$ cat src/rtl/mem_arb_pkg.sv
// Shared types and constants for the unified-memory arbiter of the multicycle MIPS core.
package mem_arb_pkg;

  typedef enum logic [1:0] {IDLE, ACCESS, RESP} arb_state_t;
  typedef enum logic {OWN_FETCH, OWN_DATA} arb_owner_t;

  localparam int WAIT_CNT_W = 4;

endpackage

$ cat src/rtl/mem_arb_grant.sv
// Combinational winner select between fetch and data requests.
// Macro MEM_ARB_ROUND_ROBIN_EN: alternate on ties; otherwise data has fixed priority.
module mem_arb_grant
  import mem_arb_pkg::*;
(
  input  logic       if_req,
  input  logic       d_req,
  input  arb_owner_t last_owner,
  output arb_owner_t grant
);

  always_comb begin
    // NOTE: assign a default before any branch so no path leaves grant unassigned (no latch).
    grant = last_owner;
    if (if_req && d_req) begin
`ifdef MEM_ARB_ROUND_ROBIN_EN
      grant = (last_owner == OWN_FETCH) ? OWN_DATA : OWN_FETCH;
`else
      grant = OWN_DATA;
`endif
    end else if (d_req) begin
      grant = OWN_DATA;
    end else if (if_req) begin
      grant = OWN_FETCH;
    end
  end

endmodule

$ cat src/rtl/mem_arbiter.sv
// Sequences one shared memory between instruction fetch and data access with wait states.
// Macro MEM_ARB_ROUND_ROBIN_EN selects round-robin tie-breaking in mem_arb_grant.
module mem_arbiter
  import mem_arb_pkg::*;
#(
  parameter int BIT_WIDTH   = 32,
  parameter int WAIT_STATES = 1,
  parameter int ADDR_SHIFT  = 2
) (
  input  logic                 clk,
  input  logic                 reset,
  input  logic                 if_req_in,
  input  logic [BIT_WIDTH-1:0] if_addr_in,
  output logic [BIT_WIDTH-1:0] if_rdata_out,
  output logic                 if_ack_out,
  input  logic                 d_req_in,
  input  logic                 d_we_in,
  input  logic [BIT_WIDTH-1:0] d_addr_in,
  input  logic [BIT_WIDTH-1:0] d_wdata_in,
  output logic [BIT_WIDTH-1:0] d_rdata_out,
  output logic                 d_ack_out,
  output logic [BIT_WIDTH-1:0] mem_addr_out,
  output logic                 mem_we_out,
  output logic [BIT_WIDTH-1:0] mem_wdata_out,
  input  logic [BIT_WIDTH-1:0] mem_rdata_in,
  output logic                 busy_out
);

  arb_state_t            state;
  arb_owner_t            owner;
  arb_owner_t            grant;
  logic [WAIT_CNT_W-1:0] wait_cnt;
  logic                  we_r;
  logic [BIT_WIDTH-1:0]  req_addr;

  // The current owner doubles as the last-winner flag for round-robin ties.
  mem_arb_grant u_grant (
    .if_req     (if_req_in),
    .d_req      (d_req_in),
    .last_owner (owner),
    .grant      (grant)
  );

  assign req_addr = (grant == OWN_DATA) ? d_addr_in : if_addr_in;
  assign busy_out = (state != IDLE);

  always_ff @(posedge clk or posedge reset) begin
    if (reset) begin
      state         <= IDLE;
      owner         <= OWN_FETCH;
      wait_cnt      <= '0;
      we_r          <= 1'b0;
      mem_addr_out  <= '0;
      mem_we_out    <= 1'b0;
      mem_wdata_out <= '0;
      if_rdata_out  <= '0;
      d_rdata_out   <= '0;
      if_ack_out    <= 1'b0;
      d_ack_out     <= 1'b0;
    end else begin
      // NOTE: non-blocking assignments so every register samples pre-edge values.
      if_ack_out <= 1'b0;
      d_ack_out  <= 1'b0;
      mem_we_out <= 1'b0;
      unique case (state)
        IDLE: begin
          if (if_req_in || d_req_in) begin
            owner        <= grant;
            mem_addr_out <= req_addr >> ADDR_SHIFT;
            we_r         <= (grant == OWN_DATA) && d_we_in;
            if (grant == OWN_DATA) mem_wdata_out <= d_wdata_in;
            wait_cnt     <= WAIT_CNT_W'(WAIT_STATES);
            // With no wait states the first ACCESS cycle is also the final one.
            mem_we_out   <= (grant == OWN_DATA) && d_we_in && (WAIT_STATES == 0);
            state        <= ACCESS;
          end
        end
        ACCESS: begin
          if (wait_cnt == '0) begin
            if (owner == OWN_DATA) begin
              d_rdata_out <= mem_rdata_in;
              d_ack_out   <= 1'b1;
            end else begin
              if_rdata_out <= mem_rdata_in;
              if_ack_out   <= 1'b1;
            end
            state <= RESP;
          end else begin
            wait_cnt   <= wait_cnt - 1'b1;
            mem_we_out <= we_r && (wait_cnt == WAIT_CNT_W'(1));
          end
        end
        RESP:    state <= IDLE;
        default: state <= IDLE;
      endcase
    end
  end

  // A requester must keep its request up for the whole access.
  property p_req_held;
    @(posedge clk) disable iff (reset)
      (state == ACCESS) |-> ((owner == OWN_DATA) ? d_req_in : if_req_in);
  endproperty
  a_req_held: assert property (p_req_held)
    else $error("mem_arbiter: request dropped before ack");

endmodule

$ cat config.mk
export PLATFORM = sky130hd
export DESIGN_NAME = mem_arbiter
export DESIGN_NICKNAME = d
export VERILOG_FILES = /design/src/rtl/mem_arb_pkg.sv /design/src/rtl/mem_arb_grant.sv /design/src/rtl/mem_arbiter.sv
export SDC_FILE = /design/constraint.sdc
export NUM_CORES = 1
export LEC_CHECK = 0
export CAP_MARGIN = 20
export CORE_MARGIN = 2
export CORE_UTILIZATION = 38
export CTS_CLUSTER_DIAMETER = 30
export DETAILED_ROUTE_END_ITERATION = 16
export GPL_ROUTABILITY_DRIVEN = 0
export GPL_TIMING_DRIVEN = 0
export PLACE_DENSITY = 0.75
export SYNTH_ARGS = -nofsm -noshare
export SYNTH_HDL_FRONTEND = slang
export SYNTH_HIERARCHICAL = 1
export SYNTH_SLANG_ARGS = --single-unit
$ cat constraint.sdc
create_clock -name clk -period 9.85 [get_ports clk]
set_input_delay 2.4625 -clock clk [delete_from_list [all_inputs] [get_ports clk]]
set_output_delay 2.4625 -clock clk [all_outputs]
set_load 0.005 [all_outputs]
; ---- Yosys cells after proc, flatten, opt, wreduce, memory -nomap -nowiden
; Cells that the tools add are included.
[word_totals]
regBits = 137
out_inout_bits = 132
elab_cells = 50
[classes]
add_sub_neg = 1
bitwise_logic = 1
n_reduce_logical = 14
eq_ne = 5
n_mux = 18
[op_table]
columns = cell, count
row1 = 2-to-1 mux 32 bit, 1
row2 = AND reduction 3 bit, 4
row3 = 2-to-1 mux 1 bit, 11
row4 = 2-to-1 mux 4 bit, 2
row5 = case mux 4 bit (2 select lines), 1
row6 = "inequality test 2 bit, second input constant", 3
row7 = "== test 4 x 1 -> 1 bit, second input constant", 1
row8 = logical NOT 4 bit, 1
row9 = 2-to-1 mux 2 bit, 2
row10 = case mux 2 bit (2 select lines), 1
row11 = AND reduction 2 bit, 2
row12 = nonzero test 2 bit, 2
row13 = "subtractor 4 x 1 -> 4 bit, second input constant", 1
row14 = logical AND 1 bit, 3
row15 = "== test 2 x 1 -> 1 bit, second input constant", 1
row16 = logical NOT 2 bit, 1
row17 = logical OR 1 bit, 1
row18 = inverter 1 bit, 1

; ---- Logic depth before layout (Yosys ltp)
[logic_depth]
ltp_word = 4
depth_mapped = 6
ltp_nobuf = 5

; ---- Modules after synthesis
; Netlist, hierarchy kept.
[modules_own_cells]
columns = mod, seq_area_each_um2, area_each_um2, instances, cells_per_inst
row1 = mem_arbiter, 3428.3, 5531.6, 1, 393
row2 = mem_arb_grant, 0.0, 11.3, 1, 2

; ---- Worst setup path after synthesis
; No wires, ideal clock.
[synth_timing]
kind = input-to-reg
startpoint = in d_req_in
endpoint = reg mem_wdata_out[10]
setup_ns = 0.125
n_path_buf = 1
stages = 4
arrival_time_ns = 3.516
setup_slack_ns = 6.210
path_cell_list = or2_2 > nand3_1 > buf_2 > mux2_2
[synth_between]
elab_chain_len = 3
elab_cells_between_ends = 5
classes_between = mux (2) / reduce/logical (3)
[synth_lines]
columns = element, line_no
row1 = "start, declared", mem_arbiter.sv:16  ; input logic d_req_in,
row2 = 2-to-1 mux 1 bit / logical AND 1 bit (equally long branches), "mem_arb_grant.sv:21, mem_arb_grant.sv:15"
row3 = 2-to-1 mux 1 bit, mem_arb_grant.sv:15  ; if (if_req && d_req) begin
row4 = AND reduction 3 bit (no source line) (*), -
row5 = "end signal, assigned", mem_arbiter.sv:71  ; if (grant == OWN_DATA) mem_wdata_out <= d_wdata_in;
row6 = "end, declared", mem_arbiter.sv:24  ; output logic [BIT_WIDTH-1:0] mem_wdata_out,
; Every way passes the cells marked *; elsewhere a longest branch is shown, timed or not.
; A chain may end at the register's enable or synchronous reset.

; ---- Worst setup path after layout
[layout_timing]
startpoint = reg state[0]
endpoint = out busy_out
[layout_between]
elab_chain_len = 1
[layout_lines]
columns = element, line_no
row1 = "start, declared", mem_arbiter.sv:29  ; arb_state_t state;
row2 = "start signal, assigned", mem_arbiter.sv:49  ; state <= IDLE;
row3 = "start signal, assigned", mem_arbiter.sv:75  ; state <= ACCESS;
row4 = "start signal, assigned", mem_arbiter.sv:87  ; state <= RESP;
row5 = nonzero test 2 bit, mem_arbiter.sv:45  ; assign busy_out = (state != IDLE);
row6 = "end, declared", mem_arbiter.sv:26  ; output logic busy_out
; No other way between the ends.

==> out/qor_table.md <==
| Group | Item | This run |
| --- | --- | --- |
| critical path | CP max stage delay | 0.59 ns |
| detailed routing | Antenna viol nets, final | 0 |
| timing | Final critical-path required period | 4.58 ns |
| timing | Upper clock frequency limit | 218 MHz |
| timing | Clock skew | 0.00455 ns |
| critical path | Setup CP Type | flip-flop to output pin |
| min path | Endpoint with the worst hold slack | if_rdata_out[0]$_DFFE_PP0P_ |
| cells and area | Most frequent cells in the layout | sky130_fd_sc_hd__clkdlybuf4s50_1, sky130_fd_sc_hd__dfrtp_1, sky130_fd_sc_hd__o21ai_0 |
| cells and area | Combined area of the multi-input logic cells | 0.00197 mm^2 |
| cells and area | Layout-stage area growth over the synthesis result | 62.4% |
| cells and area | Post-route core utilization | 62.7% |
| synthesis | Number of standard cells after synthesis | 395 |
| detailed routing | Count of vias placed by the detailed router | 4240 |
| power and ir drop | PD cells | 313 mW/mm^2 |
| synthesis | Post-synthesis sequential element count | 137 |
| critical path | Critical Path RT | 7.39 ns |
| clocking | Total setup buffers inserted after CTS | 0 |
| power and ir drop | Max IR drop VDD | 0.000160 V |
| clocking | Clk Latency, worst-skew pair | 0.42 ns |
| detailed routing | First drt pass iteration count | 4 |
| min path | Cell depth of the worst hold path | 1 |
| critical path | Slowest CP cell | sky130_fd_sc_hd__clkdlybuf4s50_1 |
| timing | Worst path setup slack after routing | 5.27 ns |
| cells and area | Finished Layout Cells | 871 |
| critical path | Worst-case reg-to-reg path depth | 5 |
| critical path | Element type at the critical path start | flip-flop |
| synthesis | Post-synthesis instance area | 0.00554 mm^2 |
| clocking | Post-cts hold buffer count | 0 |
| critical path | Largest fanout on the critical path | 10 |
| min path | Min-Delay Path Class | flip-flop to flip-flop |
| cells and area | Net count of the finished layout | 810 |
| clocking | CTS Root Buffer Type | sky130_fd_sc_hd__clkbuf_16 |
| global routing | Largest net degree at the start of global routing | 84 |
| detailed routing | Routed length on met1 | 5620 um |
| min path | Hold Path Origin | if_rdata_out[0]$_DFFE_PP0P_ |
| synthesis | Mean cell area of the mapped netlist | 14.0 um^2 |
| timing | Fin. max-slew vios | 0 |
| clocking | Count of clock tree sinks | 137 |
| floorplanning | Width of the chip | 125 um |
| clocking | Maximum clock insertion buffer count | 2 |
| timing | Summed negative setup slack over all endpoints | 0 ns |
| status | Result of the run | complete, no violations |
| detailed routing | Iteration-0 DRC Markers | 176 |
| floorplanning | Chip height | 125 um |
| floorplanning | Area of the placeable core | 0.0144 mm^2 |
| placed design | Placed cell count | 839 |
| timing | Transition at the pin with the smallest max-transition slack | 0.517 ns |
| global routing | Gr usage total | 19.0% |
| synthesis | Proportion of synthesized chip area in sequential cells | 61.9% |
| cells and area | Antenna diode count | 0 |
| synthesis | Largest cells by area after synthesis | sky130_fd_sc_hd__dfrtp_1, sky130_fd_sc_hd__mux2_2, sky130_fd_sc_hd__mux2_1, sky130_fd_sc_hd__o21ai_0, sky130_fd_sc_hd__mux2i_1 |
| timing | Setup violators final | 0 |
| global routing | Vias in the first global route | 4475 |
| clocking | CTS buffer count | 17 |
| clocking | TritonCTS clock tree | built |
| cells and area | Most frequent standard cell in the layout excluding fill and tap cells | sky130_fd_sc_hd__clkdlybuf4s50_1 |
| floorplanning | Placement Rows | 44 |
| critical path | Worst R2R End | if_rdata_out[28]$_DFFE_PP0P_ |
| critical path | Crit path arrival time | 2.12 ns |
| detailed routing | Wire length per cell after detailed routing | 16.5 um |
| cells and area | Fraction of layout instances using a drive strength above 1 | 16.3% |
| floorplanning | IO Count | 265 |
| placed design | Port Buf Inserts | 258 |
| clocking | Post-cts repair resize count | 0 |
| timing | Number of endpoints with negative hold slack in the final report | 0 |
| detailed routing | DRT Wirelength | 14400 um |
| synthesis | Yosys cell types | 30 |
| job | Max Cap Viol | 0 |
| global routing | Initial antenna violation count | 0 |
| synthesis | Synthesis warning total | 6 |
| detailed routing | Met2 wirelength from detailed routing | 7240 um |
| floorplanning | Floorplan die area | 0.0156 mm^2 |
| timing | Final period util | 46.5% |
| synthesis | Proportion of netlist area held by the largest area contributor | 61.9% |
| critical path | Worst r2r src | wait_cnt[0]$_DFFE_PP0P_ |
| critical path | Register-to-register setup slack | 8.02 ns |
| cells and area | FF+latch area | 0.00343 mm^2 |
| placed design | Total half-perimeter wirelength after legalization and detailed placement | 10700 um |
| detailed routing | Highest layer used for signal routing | met4 |
| synthesis | Dominant cell type by area after synthesis | sky130_fd_sc_hd__dfrtp_1 |
| global routing | Total gr overflow | 0 |
| floorplanning | Starting density of the core | 38.6% |
| power and ir drop | Static leakage | 3.85 nW |
| placed design | Setup Slack @ Placement | 5.38 ns |
| clocking | Clock-pin transition on the worst setup and hold timing paths | 0.06 ns |
| detailed routing | Routed wire length on met3 | 1230 um |
| timing | RSZ-0062 raised after global routing | false |
| clocking | H-tree Lvls | 4 |
| global routing | First-pass GRT wire length | 23200 um |
| detailed routing | DRC | 0 |
| critical path | Setup crit end kind | output pin |
| detailed routing | Vias per cell | 4.87 |
| critical path | Crit path cell chain | nor2_1, inv_1, clkbuf_1, clkdlybuf4s50_1 |
| cells and area | Filler Cell Count | 1107 |
| timing | Normalized max-slew margin | 65.5% |
sequential cells by signal, indices dropped and copies added, names as in the netlist:
name and flops:
d_rdata_out 32, if_rdata_out 32, mem_wdata_out 32, mem_addr_out 30
wait_cnt 4, state 2, d_ack_out 1, if_ack_out 1
mem_we_out 1, owner 1, we_r 1
through the flow:
step,total power [mW],hold slack (ns),area [um^2]
floorplan,1.45,0.475,5550
global placement,2.14,0.472,8360
detailed placement,2.19,0.481,8390
CTS,2.86,0.493,9000
global route,2.99,0.497,9000
finish,2.82,0.487,9000
routing by layer:
metal	track usage, %	vias up
met5	0	-
met4	7.73	0
met3	7.04	23
met2	31.8	168
met1	22.1	2084
li1	-	1965
critical path: cells and delay by family, from the launching register on:
kind | cells | cell delay [ns]
buffers and inverters | 3 | 1.12
DFF | 1 | 0.45
and+or+nand+nor | 1 | 0.12
synth_stat cells, drive strengths merged:
master	number
nor3	2
o311ai	1
and3	1
o21ai	65
a211o	1
nor2	4
a21oi	1
nand3b	1
ha	3
conb	1
o211ai	1
or2	1
nand2	6
a21boi	1
mux2i	32
dfrtp	137
clkbuf	10
a21o	1
nand4b	2
and2b	1
mux2	96
buf	14
inv	10
nand3	1
nand4	2
how the worst max path moves through the flow:
stage,startpoint,to,slack (ns),depth (start not counted)
after floorplan,reset,d_ack_out$_DFF_PP0_,3.72,1
after global placement,reset,d_rdata_out[22]$_DFFE_PP0P_,1.96,2
after detailed placement,if_req_in,mem_wdata_out[19]$_DFFE_PP0P_,5.38,7
after CTS,state[0]$_DFFE_PP0P_,busy_out,5.25,4
after global routing,state[0]$_DFFE_PP0P_,busy_out,5.10,4
final,state[0]$_DFFE_PP0P_,busy_out,5.27,4
report_power, final:
part           switching (mW)  internal, mW  total (mW)
sequential              0.154         0.848        1.00
combinational           0.415         0.748        1.16
clock                   0.245         0.405       0.651
kinds of logic after synthesis:
| family | Yosys count | share of synthesized area (%) |
|---|---|---|
| fa+ha+maj | 3 | 0.677 |
| mux | 128 | 25.3 |
| compound gates | 71 | 6.82 |
| other cells | 1 | 0.0677 |
| flops | 137 | 61.9 |
| buf+inv | 34 | 2.71 |
| simple gates | 21 | 2.60 |
cell type report:
cell class / instances / area share [%]
Buffer: 24 / 1.25
Clock buffer: 18 / 4.88
Clock inverter: 14 / 1.90
Inverter: 10 / 0.473
Multi-Input combinational cell: 225 / 21.9
Sequential cell: 137 / 38.1
Tap cell: 184 / 2.56
Timing Repair Buffer: 259 / 29.0
Note: power is estimated with default switching activity, not from simulation.
==> RTL edit: new RTL, config.mk and constraints unchanged <==
Build with the macro `MEM_ARB_ROUND_ROBIN_EN` defined.
--- a/src/rtl/mem_arb_grant.sv
+++ b/src/rtl/mem_arb_grant.sv
@@ -1,5 +1,7 @@
 // Combinational winner select between fetch and data requests.
 // Macro MEM_ARB_ROUND_ROBIN_EN: alternate on ties; otherwise data has fixed priority.
+`define MEM_ARB_ROUND_ROBIN_EN
+
 module mem_arb_grant
   import mem_arb_pkg::*;
 (
Function: no difference found for any inputs over 4 cycles, from zero or initial values and one cycle with reset high; that may be too few to reach the edited logic, so the function may still have changed.
==> RTL edit against the original RTL <==
- largest cell class unchanged
- via count is 0.57% lower
- die area hardly changed
- design area hardly changed
- critical endpoint unchanged
- fmax is 0.34% lower
- synthesized area hardly changed
- first-iteration DRC count is 7.4% higher
- setup slack worse by 0.015 ns
- sequential share of layout area hardly changed
- wire length is 0.55% higher
- sequential cell count stayed put
- power is 0.46% higher
==> RTL edit: results (changes against the original RTL) <==
.. list-table::
   :header-rows: 1

   * - Metric
     - Value
   * - Status
     - completed (unchanged)
   * - Via count
     - 4216 (was 4240)
   * - Filler cell count
     - 1096 (was 1107)
   * - Synth Register Bits
     - 137 (unchanged)
   * - Gate family responsible for the most delay along the worst path
     - buffers and inverters (unchanged)
   * - Rel. slew slack
     - 0.5876 (was 0.6545)
   * - Share of cell area taken by flip-flops and latches
     - 0.3808 (about the same)
   * - LEAKAGE
     - 3.820 nW (was 3.849 nW)
   * - Vias in the first global route
     - 4593 (was 4475)
   * - Non-clock buffer share of cell area
     - 0.3024 (about the same)
   * - Drt pass-1 iters
     - 4 (unchanged)
   * - Cell with the biggest individual delay on the critical path
     - clkdlybuf4s50_1 (unchanged)
   * - Total of cells resized after clock tree synthesis
     - 0 (unchanged)
   * - Root Driver
     - clkbuf_16 (unchanged)
   * - Final #Nets
     - 810 (unchanged)
   * - Arrival time worst endpoint
     - approximately 2.1 ns
   * - Critical Path Max Stage Delay
     - ~0.58 ns
   * - Relative area of clock buffers and inverters in the final design
     - 0.06768 (was 0.06782)
   * - Post-synthesis share of cell area spent on full adders, half adders and majority gates
     - 0.006769 (was 0.006772)
   * - Post-detail-place hpwl
     - 10960 um (was 10670 um)
   * - Clock Skew
     - 0.009801 ns (was 0.004551 ns)
   * - Complex-gate fraction of the synthesized area
     - 0.06679 (was 0.06817)
   * - Worst vdd rail ir drop
     - 0.0001612 V (was 0.0001599 V)
   * - Non-CTS inverters
     - 10 (unchanged)
   * - Diode count
     - 0 (unchanged)
   * - Multi-In Gates
     - 225 (unchanged)
   * - Unique masters post-synth
     - 29 (was 30)
   * - Top flop regs
     - d_rdata_out (32), if_rdata_out (32), mem_wdata_out (32) (unchanged)
   * - Largest cells by area after synthesis
     - dfrtp_1, mux2_2, mux2_1 (unchanged)
   * - Pin count of the biggest net entering global routing
     - 70 (was 84)
   * - Clock buffer count
     - 18 (unchanged)
   * - Leading cell types by count after synthesis
     - dfrtp_1, o21ai_0, mux2_2 (unchanged)
   * - Worst min path class
     - reg -> reg (unchanged)
   * - Setup slack after placement
     - 5.416 ns (was 5.376 ns)
   * - Mux share of post-synthesis cell area
     - 0.2545 (was 0.2528)
   * - First-pass GRT wire length
     - 23960 um (was 23160 um)
   * - Multi-input gate share of the layout cell area
     - 0.2189 (was 0.2186)
   * - Total GRT Usage
     - 0.1938 (was 0.1900)
   * - Port-buffer cells
     - 258 (unchanged)
   * - Drt first-iter violations
     - 189 (was 176)
   * - Proportion of synthesized chip area in sequential cells
     - 0.6182 (was 0.6185)
   * - Async set or reset register ratio after synthesis
     - 1.000 (unchanged)
   * - Fraction of final layout cells sized beyond drive strength 1
     - 0.1630 (unchanged)
   * - Maximum root-to-sink buffer count
     - 2 (unchanged)
   * - Routed wire length per instance
     - 16.59 um (was 16.49 um)
   * - Yosys warning count
     - 6 (unchanged)
   * - Power spent charging and discharging nets
     - 0.0008193 W (was 0.0008149 W)
==> RTL edit: changes by cell type after synthesis <==
cell and change:
mux2i_1 +1, a21o_1 -1
==> RTL edit: power groups by stage <==
stage                     sequential [W]  clock (W)  combinational, W
after global placement          0.000992          0           0.00117
after floorplan                  0.00101          0          0.000448
final                            0.00100   0.000647           0.00118
after CTS                        0.00100   0.000665           0.00120
after global routing             0.00104   0.000691           0.00128
after detailed placement         0.00101          0           0.00120
==> RTL edit: path summary, 6_finish.rpt <==
kind                            cells after the start                            to  slack [ns]                         start
worst max-delay path                                4                      busy_out        5.25          state[0]$_DFFE_PP0P_
worst min-delay path                                1  if_rdata_out[22]$_DFFE_PP0P_        0.49  if_rdata_out[22]$_DFFE_PP0P_
worst max register to register                      5  mem_wdata_out[6]$_DFFE_PP0P_        7.96             owner$_DFFE_PP0P_
worst min register to register                      1  if_rdata_out[22]$_DFFE_PP0P_        0.49  if_rdata_out[22]$_DFFE_PP0P_
max in group asynchronous                           3       wait_cnt[2]$_DFFE_PP0P_        6.57                         reset
min in group asynchronous                           2  if_rdata_out[10]$_DFFE_PP0P_        2.52                         reset
==> RTL edit: stage by stage <==
step	std cells	area, sq um	power [W]
2_1_floorplan	396	5549	0.001461
3_3_place_gp	838	8362	0.002158
3_5_place_dp	839	8394	0.002207
4_1_cts	871	9004	0.002870
5_1_grt	871	9004	0.003009
6_report	871	9004	0.002829
==> RTL edit: layer usage <==
metal / part of all wire / vias to the layer above / GRT usage
li1: - / 1955 / -
met3: 0.077 / 25 / 0.06271
met2: 0.50 / 189 / 0.3243
met1: 0.40 / 2047 / 0.2290
met4: 0.024 / 0 / 0.08394
met5: 0 / - / 0
